`src/rtl/serial_add_unit.sv`:
```
// Bit-serial adder: one full-adder cell with a registered carry adds two
// WIDTH-bit operands LSB first, one bit per clock, then pulses done.
module serial_add_unit #(
  parameter int WIDTH = 8
) (
  input  logic             clk,
  input  logic             rst_n,
  input  logic             start,
  input  logic [WIDTH-1:0] a,
  input  logic [WIDTH-1:0] b,
  input  logic             cin,
  output logic             ready,
  output logic             busy,
  output logic [WIDTH-1:0] sum,
  output logic             cout,
  output logic             done
);

  localparam int CW = $clog2(WIDTH);

  typedef enum logic [1:0] {
    IDLE  = 2'd0,
    SHIFT = 2'd1,
    DONE  = 2'd2
  } state_t;

  state_t state, state_nxt;

  logic [WIDTH-1:0] a_sh, b_sh;
  logic [WIDTH-2:0] acc;
  logic [WIDTH-1:0] acc_nxt;
  logic             carry;
  logic [CW-1:0]    cnt;
  logic             s, co, last;

  // The full-adder cell; acc keeps only the WIDTH-1 bits still needed, so the
  // last sum bit plus acc forms the complete result.
  assign s       = a_sh[0] ^ b_sh[0] ^ carry;
  assign co      = (a_sh[0] & b_sh[0]) | ((a_sh[0] ^ b_sh[0]) & carry);
  assign acc_nxt = {s, acc};
  assign last    = (cnt == CW'(WIDTH - 1));

  assign ready = (state == IDLE);
  assign busy  = ~ready;
  assign done  = (state == DONE);

  always_ff @(posedge clk or negedge rst_n) begin
    if (!rst_n) state <= IDLE;
    else        state <= state_nxt;
  end

  always_comb begin
    state_nxt = state;
    case (state)
      IDLE:    if (start) state_nxt = SHIFT;
      SHIFT:   if (last)  state_nxt = DONE;
      DONE:    state_nxt = IDLE;
      default: state_nxt = IDLE;
    endcase
  end

  always_ff @(posedge clk or negedge rst_n) begin
    if (!rst_n) begin
      a_sh  <= '0;
      b_sh  <= '0;
      acc   <= '0;
      carry <= 1'b0;
      cnt   <= '0;
      sum   <= '0;
      cout  <= 1'b0;
    end else begin
      case (state)
        IDLE: begin
          if (start) begin
            a_sh  <= a;
            b_sh  <= b;
            acc   <= '0;
            carry <= cin;
            cnt   <= '0;
          end
        end
        SHIFT: begin
          a_sh  <= a_sh >> 1;
          b_sh  <= b_sh >> 1;
          acc   <= acc_nxt[WIDTH-1:1];
          carry <= co;
          // cnt stops at WIDTH-1 so it never wraps for power-of-two widths
          if (last) begin
            sum  <= acc_nxt;
            cout <= co;
          end else begin
            cnt <= cnt + 1'b1;
          end
        end
        default: ;
      endcase
    end
  end

endmodule

```
`config.mk`:
```
export PLATFORM = sky130hd
export DESIGN_NAME = serial_add_unit
export DESIGN_NICKNAME = d
export VERILOG_FILES = /design/src/rtl/serial_add_unit.sv
export SDC_FILE = /design/constraint.sdc
export NUM_CORES = 1
export LEC_CHECK = 0
export CORE_UTILIZATION = 51
export CTS_BUF_LIST = sky130_fd_sc_hd__clkbuf_2 sky130_fd_sc_hd__clkbuf_4 sky130_fd_sc_hd__clkbuf_8
export CTS_CLUSTER_SIZE = 24
export DETAILED_ROUTE_END_ITERATION = 10
export PLACE_DENSITY = 0.77
export SKIP_LAST_GASP = 1
export SYNTH_ARGS = -nofsm -noshare
export SYNTH_HDL_FRONTEND = slang
export SYNTH_SLANG_ARGS = --single-unit
```
`constraint.sdc`:
```
create_clock -name clk -period 2.55 [get_ports clk]
set_clock_uncertainty 0.05 [all_clocks]
set_input_delay 0.255 -clock clk [delete_from_list [all_inputs] [get_ports clk]]
set_output_delay 0.255 -clock clk [all_outputs]
set_load 0.01 [all_outputs]
```
==> flow_summary.yaml, run 1 <==
setup_path:
  worstSetupStartpoint: "state[1]"
  arrival_ns: 1.87
  startpoint_type: "flop"
  cp_max_fo: 31
  reg2reg_setup_slack_ns: 0.64
  reg2reg_to: "sum[6]"
  crit_end: "done"
  end_kind: "output pin"
  worstSetupPathType: "reg -> out"
  cp.required_ns: 2.25
  worst-r2r-cell-count: 4
  reg2reg_from: "cnt[0]"
floorplanning:
  initial_utilization_pct: 52.97
  rows: 22
  core_sq_um: 3661
  die-area_sq_um: 4053
  die_x_um: 63.67
  top_level_ports: 32
  die_y_um: 63.67
sta:
  period_minus_slack_ns: 2.174
  slew_headroom_pct: 44.85
  final-setup-viol-count: 0
  maxSlewViolCount: 0
  hold_viol: 0
  worst_pin_slew_ns: 0.8273
  fmax_ghz: 0.4601
  min_period_over_period_pct: 85.24
  final.setup.tns_ns: 0
  rsz0062_at_grt: "false"
grt:
  grt_pass1_vias: 1307
  grt_pass1_wl_mm: 5.927
  grt_max_degree: 39
  grt_overflow: 0
  grt_antenna_before_repair: 0
  grt_usage_pct: 19.29
clock_tree:
  ctsHtreeMaxLevel: 2
  clk_latency_ns: 0.30
  tritoncts: "yes"
  clock-sinks: 38
  clk_pin_slew_worst_paths_ns: 0.08
  cts_buffers: 5
  root_buffer: "clkbuf_8"
  clockBufferDepth: 2
  ctsHoldBuffers: 0
  post_cts_buffers: 0
  ctsResizeCount: 0
synth:
  netlist_area_sq_um: 1939
  yosysTopAreaCellShare_pct: 49.03
  yosysUniqueCellTypes: 26
  ys_ff_latch: 38
  yosys.area.top_type: "dfrtp_1"
  syn_area_per_cell_sq_um: 12.76
  synth_edf_count: 0
  synth-main-ff-cell: "dfrtp_1"
  seq_area_frac_synth_pct: 49.03
  synth.net_count: 175
  yosysWarningCount: 0
  yosys-top-cells-area: "dfrtp_1, a211oi_2, mux2_4, nor4b_1, nor3b_1"
  async_flop_share_pct: 100.0
  synth_cells: 152
placement:
  portBuffers: 31
  gp_congestion: 0.7207
  hpwlAfterDp_mm: 2.299
final_layout:
  antenna_cells: 0
  fillCellCount: 305
  drive_gt1_share_pct: 19.89
  area_delta_synth_final_pct: 20.64
  final_nets: 203
  final_util_pct: 63.91
routing:
  drt-initial-drc-count: 47
  firstDrtPassIters: 4
  drtAntennaViolNets: 0
  wirelength_mm: 3.402
  vias: 1293
  drc: 0
  vias_per_cell: 5.646
  wire_per_inst_um: 14.86
power:
  total_power_w: 0.002715
  ir_drop_uv: 595.7
  p_leak_nw: 1.046
  power_density_nw_per_um2: 1161
run_status:
  status: "completed"
min_path:
  worstHoldPathType: "in -> async"
job:
  maxCapViolations: 0
## layer usage
metal	global-route usage, %	routed length (um)	vias to the layer above
li1	-	-	609
met1	24.50	1587	648
met2	31.25	1636	31
met3	5.616	135	5
met4	6.534	42	0
met5	0	0	-
## area by class of cell
| cell class | count | area (sq um) | area share, % |
|---|---|---|---|
| Timing Repair Buffer | 35 | 335.3 | 14.33 |
| Sequential cell | 38 | 950.9 | 40.64 |
| Multi-Input combinational cell | 82 | 812.0 | 34.71 |
| Inverter | 18 | 67.56 | 2.888 |
| Tap cell | 48 | 60.06 | 2.567 |
| Clock inverter | 3 | 45.04 | 1.925 |
| Clock buffer | 5 | 68.82 | 2.941 |
## flip-flops by register name, summed over array words and instances (netlist names)
name and count:
a_sh 8, b_sh 8, sum 8, acc 7, cnt 3, state 2
carry 1, cout 1
## worst max-delay path, cell delays in order, from the launching register on
cell,delay (ns)
dfrtp_1,0.49
buf_4,0.36
nor2b_1,0.17
clkdlybuf4s50_1,0.54
## logic make-up (layout without fill, tap and decap cells)
family | after synthesis | count (layout) | share of synthesized area [%]
AND/OR/NAND/NOR | 41 | 41 | 17.03
adder cells (fa/ha/maj) | 3 | 3 | 2.322
AO/OA/AOI/OAI | 29 | 29 | 15.55
buffers and inverters | 32 | 61 | 9.096
flip-flops | 38 | 38 | 49.03
multiplexers | 9 | 9 | 6.968
## worst min-delay path by stage
stage | endpoint | cells past startpoint | startpoint
finish | sum[7] | 1 | rst_n
global route | sum[1] | 1 | rst_n
CTS | b_sh[7] | 1 | rst_n
detailed placement | b_sh[1] | 1 | rst_n
global placement | cnt[2] | 1 | rst_n
floorplan | a_sh[0] | 0 | rst_n
## Yosys cell counts (all sizes together) (2+ instances only)
library cell / instances
nand2b: 2
nor3b: 14
a211oi: 14
and3: 3
dfrtp: 38
ha: 2
inv: 18
a22o: 7
nor2b: 3
nor4b: 15
buf: 13
a32o: 2
mux2: 9
a211o: 3
nor4bb: 2
## report_power, final
part           leakage (nW)  internal [W]  switching, W
logic                 0.538      0.000639      0.000486
clock network        0.0504      0.000291      0.000230
registers             0.458      0.000875      0.000194
## cell usage in the layout (no fill, tap or decap)
master	instances
clkbuf_8	5
clkinvlp_4	2
ha_1	2
nor4b_1	13
nand2b_1	2
nand3b_1	1
o21bai_4	1
a211o_1	3
buf_2	1
nor2b_1	3
buf_4	4
nor4b_2	2
mux2_4	9
a21oi_1	1
nor4bb_1	2
fa_1	1
dfrtp_1	38
a222oi_1	1
nor2_1	1
a22o_1	7
inv_1	18
a32o_1	2
nor3b_1	14
bufinv_16	1
and3_1	3
clkdlybuf4s50_1	30
a211oi_1	3
a211oi_2	11
## per-stage QoR
stage          cell area, sq um  cells  hold WS [ns]  setup slack [ns]
3_5_place_dp               2226    221        0.3604            0.6394
6_report                   2340    229      0.004677            0.3765
5_1_grt                    2340    229       0.07214            0.2541
3_3_place_gp               2226    221        0.3458            0.7084
2_1_floorplan              1939    152      -0.09059             1.001
4_1_cts                    2340    229       0.03656            0.3530
Note: power is estimated with default switching activity, not from simulation.
==> run 2: changes to the inputs <==
--- a/config.mk
+++ b/config.mk
@@ -10,6 +10,7 @@
 export CTS_CLUSTER_SIZE = 24
 export DETAILED_ROUTE_END_ITERATION = 10
 export PLACE_DENSITY = 0.77
+export SKIP_CTS_REPAIR_TIMING = 1
 export SKIP_LAST_GASP = 1
 export SYNTH_ARGS = -nofsm -noshare
 export SYNTH_HDL_FRONTEND = slang
==> results of run 2 <==
No change in the layout: final DEF, timing and power equal those of run 1.
